===== src/rtl/conv_sequencer.sv =====
// conv_sequencer: frame sequencer for an external KxK streaming convolver.
// Loads K*K weights, clears the convolver, streams an NxN raster frame into
// it, forwards its results through a ready/valid port and pulses done.
//
// Ports:
//   clk, global_rst_n          clock and synchronous active-low reset
//   start, abort               one-cycle frame begin / cancel requests
//   wt_valid/wt_ready/wt_data  serial weight stream (beat i -> tap i)
//   act_valid/act_ready/act_data raster-order pixel stream
//   conv_ce/conv_rst/conv_act/conv_wt  convolver drive
//   conv_op/conv_valid         convolver result
//   res_valid/res_ready/res_data result stream
//   busy, done                 frame active / completion pulse
//   perf_cycles, perf_stalls   only with CONV_SEQ_PERF_EN defined
//
// Optional feature macro: CONV_SEQ_PERF_EN (saturating performance counters).
module conv_sequencer #(
    parameter int unsigned N  = 10,
    parameter int unsigned K  = 3,
    parameter int unsigned DW = 16
) (
    input  logic              clk,
    input  logic              global_rst_n,
    input  logic              start,
    input  logic              abort,
    input  logic              wt_valid,
    output logic              wt_ready,
    input  logic [DW-1:0]     wt_data,
    input  logic              act_valid,
    output logic              act_ready,
    input  logic [DW-1:0]     act_data,
    output logic              conv_ce,
    output logic              conv_rst,
    output logic [DW-1:0]     conv_act,
    output logic [K*K*DW-1:0] conv_wt,
    input  logic [DW-1:0]     conv_op,
    input  logic              conv_valid,
    output logic              res_valid,
    input  logic              res_ready,
    output logic [DW-1:0]     res_data,
    output logic              busy,
    output logic              done
`ifdef CONV_SEQ_PERF_EN
    ,
    output logic [31:0]       perf_cycles,
    output logic [31:0]       perf_stalls
`endif
);

    localparam int unsigned TAPS = K * K;
    localparam int unsigned NPIX = N * N;
    localparam int unsigned NRES = (N - K + 1) * (N - K + 1);
    localparam int unsigned WCW  = $clog2(TAPS + 1);
    localparam int unsigned PCW  = $clog2(NPIX + 1);
    localparam int unsigned RCW  = $clog2(NRES + 1);

    typedef enum logic [2:0] {
        IDLE,
        LOAD_W,
        CLEAR,
        STREAM,
        DRAIN,
        DONE
    } state_t;

    state_t           state_q;
    state_t           state_d;
    logic [WCW-1:0]   wt_cnt;
    logic [PCW-1:0]   pix_cnt;
    logic [RCW-1:0]   res_cnt;
    logic             ce_d;
    logic             skid_valid;
    logic [DW-1:0]    skid_data;

    logic wt_fire;
    logic res_fire;
    logic pix_last;
    logic res_last;
    logic abort_hit;
    logic capture;

    // Handshake decode; act_ready must react to res_ready in the same cycle.
    assign act_ready = (state_q == STREAM) && !(res_valid && !res_ready);
    assign conv_ce   = act_valid & act_ready;
    assign conv_act  = act_data;
    assign wt_fire   = wt_valid & wt_ready;
    assign res_fire  = res_valid & res_ready;
    assign pix_last  = conv_ce && (pix_cnt == PCW'(NPIX - 1));
    assign res_last  = res_fire && (res_cnt == RCW'(NRES - 1));
    assign abort_hit = abort && (state_q != IDLE);
    // Convolver output belongs to the pixel clocked in on the previous cycle.
    assign capture   = ce_d & conv_valid;

    // State register.
    always_ff @(posedge clk) begin
        if (!global_rst_n) begin
            state_q <= IDLE;
        end else begin
            state_q <= state_d;
        end
    end

    // Next-state logic; abort overrides every other transition.
    always_comb begin
        state_d = state_q;
        if (abort_hit) begin
            state_d = IDLE;
        end else begin
            case (state_q)
                IDLE:    if (start) state_d = LOAD_W;
                LOAD_W:  if (wt_fire && (wt_cnt == WCW'(TAPS - 1))) state_d = CLEAR;
                CLEAR:   state_d = STREAM;
                STREAM:  if (pix_last) state_d = DRAIN;
                DRAIN:   if (res_last) state_d = DONE;
                DONE:    state_d = IDLE;
                default: state_d = IDLE;
            endcase
        end
    end

    // Registered control outputs, decoded from the upcoming state.
    always_ff @(posedge clk) begin
        if (!global_rst_n) begin
            busy     <= 1'b0;
            done     <= 1'b0;
            wt_ready <= 1'b0;
            conv_rst <= 1'b1;
        end else begin
            busy     <= (state_d != IDLE);
            done     <= (state_d == DONE);
            wt_ready <= (state_d == LOAD_W);
            conv_rst <= (state_d == CLEAR) || abort_hit;
        end
    end

    // Weight, pixel and result counters; cleared at frame end or abort.
    always_ff @(posedge clk) begin
        if (!global_rst_n) begin
            wt_cnt  <= '0;
            pix_cnt <= '0;
            res_cnt <= '0;
        end else if (abort_hit || (state_q == DONE)) begin
            wt_cnt  <= '0;
            pix_cnt <= '0;
            res_cnt <= '0;
        end else begin
            if (wt_fire)  wt_cnt  <= wt_cnt + WCW'(1);
            if (conv_ce)  pix_cnt <= pix_cnt + PCW'(1);
            if (res_fire) res_cnt <= res_cnt + RCW'(1);
        end
    end

    // Weight register file; kept across frames so it can be reused.
    always_ff @(posedge clk) begin
        if (!global_rst_n) begin
            conv_wt <= '0;
        end else begin
            for (int unsigned i = 0; i < TAPS; i++) begin
                if (wt_fire && (wt_cnt == WCW'(i))) begin
                    conv_wt[i*DW +: DW] <= wt_data;
                end
            end
        end
    end

    // Result register with a one-entry skid: a result can still arrive from
    // the convolver pipeline in the first cycle res_ready is held low.
    always_ff @(posedge clk) begin
        if (!global_rst_n) begin
            ce_d       <= 1'b0;
            res_valid  <= 1'b0;
            res_data   <= '0;
            skid_valid <= 1'b0;
            skid_data  <= '0;
        end else if (abort_hit) begin
            ce_d       <= 1'b0;
            res_valid  <= 1'b0;
            skid_valid <= 1'b0;
        end else begin
            ce_d <= conv_ce;
            if (res_valid) begin
                if (res_ready) begin
                    if (skid_valid) begin
                        res_data   <= skid_data;
                        skid_valid <= capture;
                        if (capture) skid_data <= conv_op;
                    end else if (capture) begin
                        res_data <= conv_op;
                    end else begin
                        res_valid <= 1'b0;
                    end
                end else if (capture) begin
                    skid_valid <= 1'b1;
                    skid_data  <= conv_op;
                end
            end else if (capture) begin
                res_valid <= 1'b1;
                res_data  <= conv_op;
            end
        end
    end

`ifdef CONV_SEQ_PERF_EN
    // Saturating streaming-cycle and input-stall counters, cleared on start.
    always_ff @(posedge clk) begin
        if (!global_rst_n) begin
            perf_cycles <= '0;
            perf_stalls <= '0;
        end else if ((state_q == IDLE) && start) begin
            perf_cycles <= '0;
            perf_stalls <= '0;
        end else begin
            if (((state_q == STREAM) || (state_q == DRAIN)) && (perf_cycles != '1)) begin
                perf_cycles <= perf_cycles + 32'(1);
            end
            if ((state_q == STREAM) && act_valid && !act_ready && (perf_stalls != '1)) begin
                perf_stalls <= perf_stalls + 32'(1);
            end
        end
    end
`endif

endmodule


===== config.mk =====
export PLATFORM = sky130hd
export DESIGN_NAME = conv_sequencer
export DESIGN_NICKNAME = d
export VERILOG_FILES = /design/src/rtl/conv_sequencer.sv
export SDC_FILE = /design/constraint.sdc
export NUM_CORES = 1
export LEC_CHECK = 0
export CAP_MARGIN = 20
export CORE_ASPECT_RATIO = 2
export CORE_UTILIZATION = 47
export DETAILED_ROUTE_END_ITERATION = 7
export PLACE_DENSITY = 0.8
export SYNTH_ARGS = -nofsm -noshare
export SYNTH_HDL_FRONTEND = slang
export SYNTH_SLANG_ARGS = --single-unit

===== constraint.sdc =====
create_clock -name clk -period 2.1 [get_ports clk]
set_clock_uncertainty 0.15 [all_clocks]
set_input_delay 0.21 -clock clk [delete_from_list [all_inputs] [get_ports clk]]
set_output_delay 0.21 -clock clk [all_outputs]
set_load 0.02 [all_outputs]

==> Word-level counts from Yosys, hierarchy flattened <==
Index checks and enable logic that the tools add are counted.
{ "word_totals": {"in_bits": 56, "regBits": 204, "output_inout_bits": 183, "word_cells": 99} }
{ "classes": {"muxes": 20, "bitwise": 6, "n_eq_ne": 20, "n_reduce_logical": 28, "n_addsub": 3} }
{ "ops": {"columns": ["operator", "count"], "rows": [
  ["$mux 16", 7],
  ["$eq 4x3->1 const B", 4],
  ["$mux 3", 5],
  ["$pmux 3 s5", 1],
  ["$add 7x1->7 const B", 2],
  ["$logic_and 1x1->1", 14],
  ["$eq 3x2->1 const B", 3],
  ["$eq 3x3->1 const B", 3],
  ["$eq 4x2->1 const B", 2],
  ["$eq 7x6->1 const B", 1],
  ["$eq 7x7->1 const B", 1],
  ["$mux 1", 7],
  ["$eq 3x1->1 const B", 2],
  ["$reduce_bool 3->1", 2],
  ["$add 4x1->4 const B", 1],
  ["$and 1x1->1", 4],
  ["$eq 4x1->1 const B", 1],
  ["$eq 4x4->1 const B", 1],
  ["$logic_not 4->1", 1],
  ["$ne 2x1->1 const B", 2],
  ["$reduce_and 2->1", 2],
  ["$reduce_or 2->1", 2],
  ["$logic_not 3->1", 1],
  ["$reduce_and 3->1", 1],
  ["4 further kinds", 7]
]} }

==> Depth between registers and ports, before layout <==
Gate-level depths: netlist of run 1.
{ "depth": {"depth_word": 11, "ltp_mapped": 7, "depth_no_buf": 5} }

==> Worst setup path before layout of run 1 <==
OpenSTA, ideal clock, no wires.
{ "synth_timing": {"path_kind": "register to register", "from": "register state_q[0]", "to": "register skid_data[10]", "period_less_slack_ns": 1.836, "path_slack_ns": 0.264, "t_required_ns": 1.822, "path_stages_with_launch": 7, "t_arrival_ns": 1.558, "setup_ns": 0.128, "path_buffers": 2, "cell_sequence": "dfxtp_1 buf_6 o31a_1 a211oi_4 buf_6 mux2i_1 nor2_1"} }
{ "synth_via": {"elab_chain_len": 4} }
{ "synth_lines": {"columns": ["item", "line_no", "source"], "rows": [
  ["start, declared", "66", "state_t state_q;"],
  ["start signal, assigned", "99", "state_q <= state_d;"],
  ["$reduce_bool 3->1", "90", "assign abort_hit = abort && (state_q != IDLE);"],
  ["$logic_and 1x1->1", "90", null],
  ["$not 1->1 (no line)", null, null],
  ["$reduce_and 3->1 (no line)", null, null],
  ["end signal, assigned", "186", "if (capture) skid_data <= conv_op;"],
  ["end signal, assigned", "194", "skid_data <= conv_op;"],
  ["end, declared", "73", "logic [DW-1:0] skid_data;"]
]} }
No other way between the ends.
A chain may end at the register's enable or synchronous reset.

==> Final worst setup path of run 1 <==
{ "layout_timing": {"from": "register state_q[2]", "to": "output port conv_ce"} }
{ "layout_via": {"elab_chain_len": 3} }
{ "layout_lines": {"columns": ["item", "line_no", "source"], "rows": [
  ["$eq 3x2->1", "83", "assign act_ready = (state_q == STREAM) && !(res_valid && !res_ready);"],
  ["$logic_and 1x1->1", "83", null],
  ["$and 1x1->1", "84", "assign conv_ce = act_valid & act_ready;"],
  ["end, declared", "32", "output logic conv_ce,"]
]} }
No other way between the ends.

==> metrics, run 1 <==
Post-CTS Hold Fix Bufs=0; end of the worst register-to-register path=wt_ready; worst path buffer plus inverter count=2; post-synthesis sequential element count=204; overflow left after global routing=0; most common cell after layout, fill and taps aside=sky130_fd_sc_hd__nand2_1; crit-path cells=and2b_2, nand4_2, inv_1, clkdlybuf4s15_1; Worst setup EP type=primary output; share of cells above drive strength 1=0.0686; number of antenna violations at the first check in global routing=0; largest net degree at the start of global routing=45; commonest cells after routing, fill and taps aside=327 x sky130_fd_sc_hd__nand2_1, 204 x sky130_fd_sc_hd__clkdlybuf4s50_1, 202 x sky130_fd_sc_hd__dfxtp_1; adder-cell area share of the yosys netlist=0.00961; most area-consuming cells after synthesis=sky130_fd_sc_hd__dfxtp_1 52%, sky130_fd_sc_hd__nand2_1 16%, sky130_fd_sc_hd__a21oi_1 10%; number of sinks on the clock net=204; final-stage net count=~1.2k; count of pins over their slew limit=0; Synth area leader=sky130_fd_sc_hd__dfxtp_1; sw power=about 1.7 mW; Initial Utilization=0.480; count of standard-cell rows=between 60 and 70; main combinational cell family by area after synthesis=simple AND/OR/NAND/NOR gates; setup repair after global routing missed its margin=false; mean instance size in the synthesized netlist=around 8.1 µm²; via count of the routed design=just over 7k; ratio of routed vias to standard cells=5.31; Gate power share=0.055; Internal=around 6 mW; clock buffer count from CTS=18; hold_ws=about 0.18 ns; register area share after synthesis=0.523; clock transition time at the flip-flop clock pins of the worst setup and hold paths=about 0.07 ns; synthesized netlist net count=a little over 1k; violation count after the first detailed-routing iteration=285; maximum clock frequency=between 400 and 500 MHz; wire length reported by the detailed router=between 20000 and 25000 µm; number of iterations in the first detailed-routing pass=4; crit path time final=about 2.0 ns; Synth Area in XOR/XNOR=0.00897; final design area excluding fillers=between 0.01 and 0.015 mm²; core region area=approximately 0.016 mm²; number of warnings issued by yosys=0; Final HPWL DP=16000 µm; buffer depth of the longest clock path=3; Max transition margin=0.579; slew at the pin closest to its max-slew limit=about 0.63 ns; first-pass GRT wire length=about 34000 µm; Min-Delay Path Class=primary input to register; kind of launch point of the worst setup path=register; via count of the first global-routing pass=about 6.5k; simple-gate share of the synthesized area=0.230; count of input and output buffers=206; Wirelength per Cell=~16 µm; CP Data Required Time=1.74 ns; share of Yosys cell area claimed by the top area cell type=0.523; final hold violation count=0; Cell Area, Synth=about 0.0078 mm²; Routability Congestion=between 0.8 and 0.9; number of antenna cells inserted=0; setup slack, reg-to-reg=0.18 ns; worst reg2reg path depth=4; height of the chip=between 150 and 200 µm; clock latency at the later pin of the worst-skew pair=0.48 ns; share of synthesized flip-flops with an asynchronous set or reset=0; # setup viols final=0; timing startpoint of the critical path=state_q[2]; outcome=complete, no violations; CP Max Fanout=9; period utilization=0.957; TritonCTS clock tree=yes; setup fix buffers added after clock tree synthesis=0; largest voltage drop on the vdd net=0.597 mV; crit path to=conv_ce; cell area after placement=0.0102 mm²; overall die area=~0.017 mm²; switching power share of the total=0.218; post-synthesis cell count=969; arrival time at the worst endpoint=1.65 ns; number of enable-type register cells in the synthesized netlist=0; post-synthesis compound-gate area fraction=0.148; number of remaining DRC errors=0; Crit Path Category=register to primary output; Post-DRT Antenna Nets=0; number of filler cells placed in the layout=1316; Yosys cell types=49; slowest stage cell on the critical path=sky130_fd_sc_hd__dfxtp_2; IO Pins=between 200 and 250; beginning of the worst register-to-register path=pix_cnt[2]; global routing usage summed across all routing layers=0.256; number of stages on the worst setup path=4; sequential power share=0.508; H-tree depth=1; Clk pwr share=0.438; fraction of synthesized area in multiplexers=0.0205; Primary FF master, synth=sky130_fd_sc_hd__dfxtp_1; die width=93.2 µm; CP delay by family, top=buffers and inverters; clock tree root driver cell=sky130_fd_sc_hd__clkbuf_16; power density over cell area=~720 mW/mm²; static power due to leakage=~3.6 nW; area grow syn2layout=38.0%; max-capacitance violation count=0; longest individual stage delay on the worst path=roughly 0.37 ns
==> flip-flops by register name, summed over array words and instances (netlist names), 3 cells and up <==
register,count
conv_wt,144
pix_cnt,7
res_cnt,7
res_data,16
skid_data,16
state_q,3
wt_cnt,4
==> power by group through the flow <==
stage               Clock (mW)  Combinational [mW]  Sequential, mW
floorplan                    0               0.218            4.02
global placement             0               0.417            4.00
detailed placement           0               0.419            4.00
CTS                       3.44               0.421            3.91
global route              3.58               0.445            3.91
finish                    3.37               0.421            3.91
==> per-stage QoR <==
stage	setup WS, ns	util	TNS (ns)	total power, mW	cells
2_1_floorplan	0.264	-	0	4.24	969
5_1_grt	0.0264	0.663	0	7.94	1355
3_5_place_dp	-0.0214	0.626	-0.0386	4.42	1324
3_3_place_gp	-0.0133	0.626	-0.0235	4.42	1324
4_1_cts	0.0142	0.663	0	7.77	1355
6_report	0.0911	0.663	0	7.71	1355
==> cell usage after synthesis (2+ instances only) <==
cell / count
sky130_fd_sc_hd__a211oi_1: 2
sky130_fd_sc_hd__a21oi_1: 158
sky130_fd_sc_hd__a311oi_1: 16
sky130_fd_sc_hd__and2_1: 10
sky130_fd_sc_hd__and3_1: 2
sky130_fd_sc_hd__and4b_1: 2
sky130_fd_sc_hd__buf_1: 2
sky130_fd_sc_hd__buf_2: 14
sky130_fd_sc_hd__buf_4: 16
sky130_fd_sc_hd__buf_6: 2
sky130_fd_sc_hd__clkbuf_1: 59
sky130_fd_sc_hd__dfxtp_1: 204
sky130_fd_sc_hd__ha_1: 6
sky130_fd_sc_hd__inv_1: 8
sky130_fd_sc_hd__mux2i_1: 16
sky130_fd_sc_hd__nand2_1: 327
sky130_fd_sc_hd__nand2b_1: 3
sky130_fd_sc_hd__nand3_1: 25
sky130_fd_sc_hd__nand4_1: 3
sky130_fd_sc_hd__nor2_1: 43
sky130_fd_sc_hd__nor3_1: 3
sky130_fd_sc_hd__o21ai_0: 5
sky130_fd_sc_hd__o21bai_1: 2
sky130_fd_sc_hd__o22ai_1: 2
sky130_fd_sc_hd__o31ai_1: 5
sky130_fd_sc_hd__or3_1: 2
sky130_fd_sc_hd__or4_1: 4
sky130_fd_sc_hd__xnor2_1: 3
sky130_fd_sc_hd__xor2_1: 5
==> worst min-delay path, cell delays in order <==
cell and delay, ns:
sky130_fd_sc_hd__clkdlybuf4s50_1 0.41, sky130_fd_sc_hd__nand2_1 0.06, sky130_fd_sc_hd__a311oi_1 0.07
==> how the worst min path moves through the flow <==
stage,start,end,slack [ns],depth (start not counted)
2_1_floorplan,abort,conv_rst,0.16,1
3_3_place_gp,act_data[12],conv_act[12],0.27,0
3_5_place_dp,act_data[12],conv_act[12],0.27,0
4_1_cts,conv_op[13],res_data[13],0.17,3
5_1_grt,conv_op[2],res_data[2],0.21,3
6_report,conv_op[12],res_data[12],0.18,3
==> logic make-up (layout without fill, tap and decap cells) <==
kind of cell	Yosys count	in the layout
AND/OR/NAND/NOR	433	433
buffers and inverters	102	284
multiplexers	16	16
adder cells (fa/ha/maj)	6	6
flip-flops	204	204
AO/OA/AOI/OAI	200	200
XOR/XNOR	8	8
==> metal layers <==
layer / share of wire / up-vias / GRT usage
met3: 0.045 / 83 / 0.0342
met4: 0.066 / 0 / 0.162
met2: 0.53 / 250 / 0.469
li1: - / 3511 / -
met5: 0 / - / 0
met1: 0.35 / 3357 / 0.268
==> layout make-up <==
type	count	area (µm²)	share of cell area
clock buffers	25	518	0.0481
flip-flops and latches	204	4090	0.379
inverters	9	36.3	0.00337
repair buffers	244	2540	0.236
well taps	204	255	0.0237
clock inverters	6	80.1	0.00743
multi-input cells	663	3260	0.302
==> timing repair <==
item | CTS | global route
gates cloned | 0 | 0
gates resized for setup | 4 | 3
setup endpoints to repair | 2 | 2
Note: power is estimated with default switching activity, not from simulation.
==> inputs of run 2 (changes only) <==
--- a/config.mk
+++ b/config.mk
@@ -7,9 +7,8 @@
 export LEC_CHECK = 0
 export CAP_MARGIN = 20
 export CORE_ASPECT_RATIO = 2
-export CORE_UTILIZATION = 47
+export CORE_UTILIZATION = 29
 export DETAILED_ROUTE_END_ITERATION = 7
-export PLACE_DENSITY = 0.8
 export SYNTH_ARGS = -nofsm -noshare
 export SYNTH_HDL_FRONTEND = slang
 export SYNTH_SLANG_ARGS = --single-unit
==> run 2 against run 1 <==
  * Die area increased by 61%
  * Clock-buffer cell count up 1
  * Register-to-register slack improved by 0.03 ns
  * Non-clock buffer count grew 20
  * Maximum frequency increased by 0.41%
  * Largest cell class unchanged
==> metrics, run 2 (synthesized netlist as in run 1, its figures left out) <==
clock transition time at the flip-flop clock pins of the worst setup and hold paths=0.06 ns (about the same); Crit Path Category=register to primary output; flip-flop count of the largest register after layout=144 (unchanged); Final HPWL DP=18900 µm (+18%); violation count after the first detailed-routing iteration=487 (+71%); Clk pwr share=0.441 (+0.003); Wirelength per Cell=17.1 µm (+4.0%); final core area utilization=0.421 (-0.241); commonest cells after routing, fill and taps aside=327 x sky130_fd_sc_hd__nand2_1, 204 x sky130_fd_sc_hd__clkdlybuf4s50_1, 201 x sky130_fd_sc_hd__dfxtp_1; Routability Congestion=0.853 (+4.0%); number of iterations in the first detailed-routing pass=5 (+1); CP Max Fanout=7 (-2); number of remaining DRC errors=0 (unchanged); Layout Cells excl Fill=1518 (+12%); first-pass GRT wire length=39100 µm (+13%); slew at the pin closest to its max-slew limit=0.615 ns (-0.0147 ns); static power due to leakage=3.70 nW (+2.8%); length of routed wiring on met1=9350 µm (+18%); period utilization=0.953 (-0.00392); via count of the first global-routing pass=6687 (+2.6%); area grow syn2layout=42.2%; buffer depth of the longest clock path=3 (unchanged); switching power share of the total=0.229 (+0.0118); DP Cell Count=1484 (+12%); ratio of routed vias to standard cells=4.71 (-11%); Min-Delay Path Class=primary input to register; kind of launch point of the worst setup path=register; # setup viols final=0 (unchanged); number of antenna violations at the first check in global routing=1 (+1); height of the chip=234 µm (+27%); leading registers by flop count=conv_wt x144, res_data x16, skid_data x16; max-capacitance violation count=0 (unchanged); overall die area=0.0276 mm² (+61%); Internal=6.04 mW (+0.12%); clock tree root driver cell=sky130_fd_sc_hd__clkbuf_16; final-stage net count=1224 (+1.8%); Gate power share=0.059 (+0.004); final hold violation count=0 (unchanged); number of sinks on the clock net=204 (unchanged); sw power=1.80 mW (+7.2%); die width=118 µm (+27%); CP delay by family, top=buffers and inverters; core region area=0.0264 mm² (+62%); TritonCTS clock tree=yes; top routing layer in use=met4; Worst setup EP type=primary output; count of standard-cell rows=84 (+27%); routed length on met3=1080 µm (+7.2%); maximum clock frequency=500 MHz (+0.41%); crit-path cells=and2b_2, nand3_1, inv_1, dlygate4sd2_1; Reg with most FFs=conv_wt; count of input and output buffers=206 (unchanged); worst path buffer plus inverter count=2 (unchanged); power density over cell area=705 mW/mm² (-1.4%); largest net degree at the start of global routing=61 (+36%); most common cell after layout, fill and taps aside=sky130_fd_sc_hd__nand2_1; sequential power share=0.500 (-0.008); Place WS=-0.00431 ns (+0.0171 ns); setup repair after global routing missed its margin=false; via count of the routed design=7145 (-0.78%); H-tree depth=1 (unchanged); overflow left after global routing=0 (unchanged); CP Data Required Time=1.74 ns (about the same); IO Pins=239 (unchanged); global routing usage summed across all routing layers=0.186 (-0.0700); clock buffer count from CTS=20 (+2); clock latency at the later pin of the worst-skew pair=0.49 ns (about the same); slowest stage cell on the critical path=sky130_fd_sc_hd__dfxtp_2; min setup slack post-route=0.0993 ns (+0.00824 ns); Initial Utilization=0.296 (-0.184); setup fix buffers added after clock tree synthesis=0 (unchanged); crit path time final=2.00 ns (-0.00824 ns); met2 wirelength from detailed routing=14700 µm (+24%); largest voltage drop on the vdd net=0.450 mV (-25%); longest individual stage delay on the worst path=0.35 ns (-0.02 ns); wire length reported by the detailed router=26000 µm (+17%); outcome=complete, no violations; share of cells above drive strength 1=0.0861 (+0.0175); arrival time at the worst endpoint=1.64 ns (about the same); Max transition margin=0.589 (+0.00985); Post-DRT Antenna Nets=0 (unchanged); count of pins over their slew limit=0 (unchanged)
==> run 2: final timing paths <==
path,startpoint,to,slack [ns],depth (start not counted)
max reg2reg,pix_cnt[2],wt_ready,0.21,4
min reg2reg,conv_wt[93],conv_wt[93],0.30,2
max,state_q[2],act_ready,0.1,4
min,conv_op[10],res_data[10],0.17,3
==> run 2: tightest hold or removal path: stages <==
cell and delay, ns:
sky130_fd_sc_hd__clkdlybuf4s50_1 0.42, sky130_fd_sc_hd__nand2_1 0.06, sky130_fd_sc_hd__a311oi_1 0.08
==> run 2: timing repair <==
item,in CTS,in global routing
hold buffers,0,0
gates resized for setup,4,3
pin swaps,0,0
setup endpoints to repair,2,2
==> run 2: area by class of cell <==
type / count / area [µm²]
timing repair buffer: 264 / 2680
inverter: 9 / 38.8
clock buffer: 26 / 544
sequential: 204 / 4090
antenna: 1 / 2.50
tap: 344 / 430
fill: 2613 / 15300
multi-input combinational: 663 / 3260
clock inverter: 7 / 66.3
==> run 2: metrics by stage <==
| step | TNS [ns] | hold WS [ns] | power, mW | area [µm²] |
|---|---|---|---|---|
| final | 0 | 0.170 | 7.83 | 11100 |
| after detailed placement | -0.00431 | 0.270 | 4.47 | 10500 |
| after global routing | 0 | 0.187 | 8.13 | 11100 |
| after global placement | -0.00179 | 0.270 | 4.47 | 10500 |
| after floorplan | 0 | 0.163 | 4.24 | 7810 |
| after CTS | 0 | 0.154 | 7.95 | 11100 |
==> run 2: per-layer routing <==
metal	vias to the layer above	GRT usage
li1	3560	-
met2	179	0.368
met5	-	0
met4	0	0.0781
met3	47	0.0258
met1	3359	0.191
==> run 2: power groups by stage <==
stage                     Combinational [mW]  Sequential [mW]  Clock (mW)
after floorplan                        0.218             4.02           0
after global placement                 0.470             4.00           0
after detailed placement               0.470             4.00           0
after CTS                              0.471             3.92        3.56
after global routing                   0.494             3.92        3.72
final                                  0.462             3.92        3.46
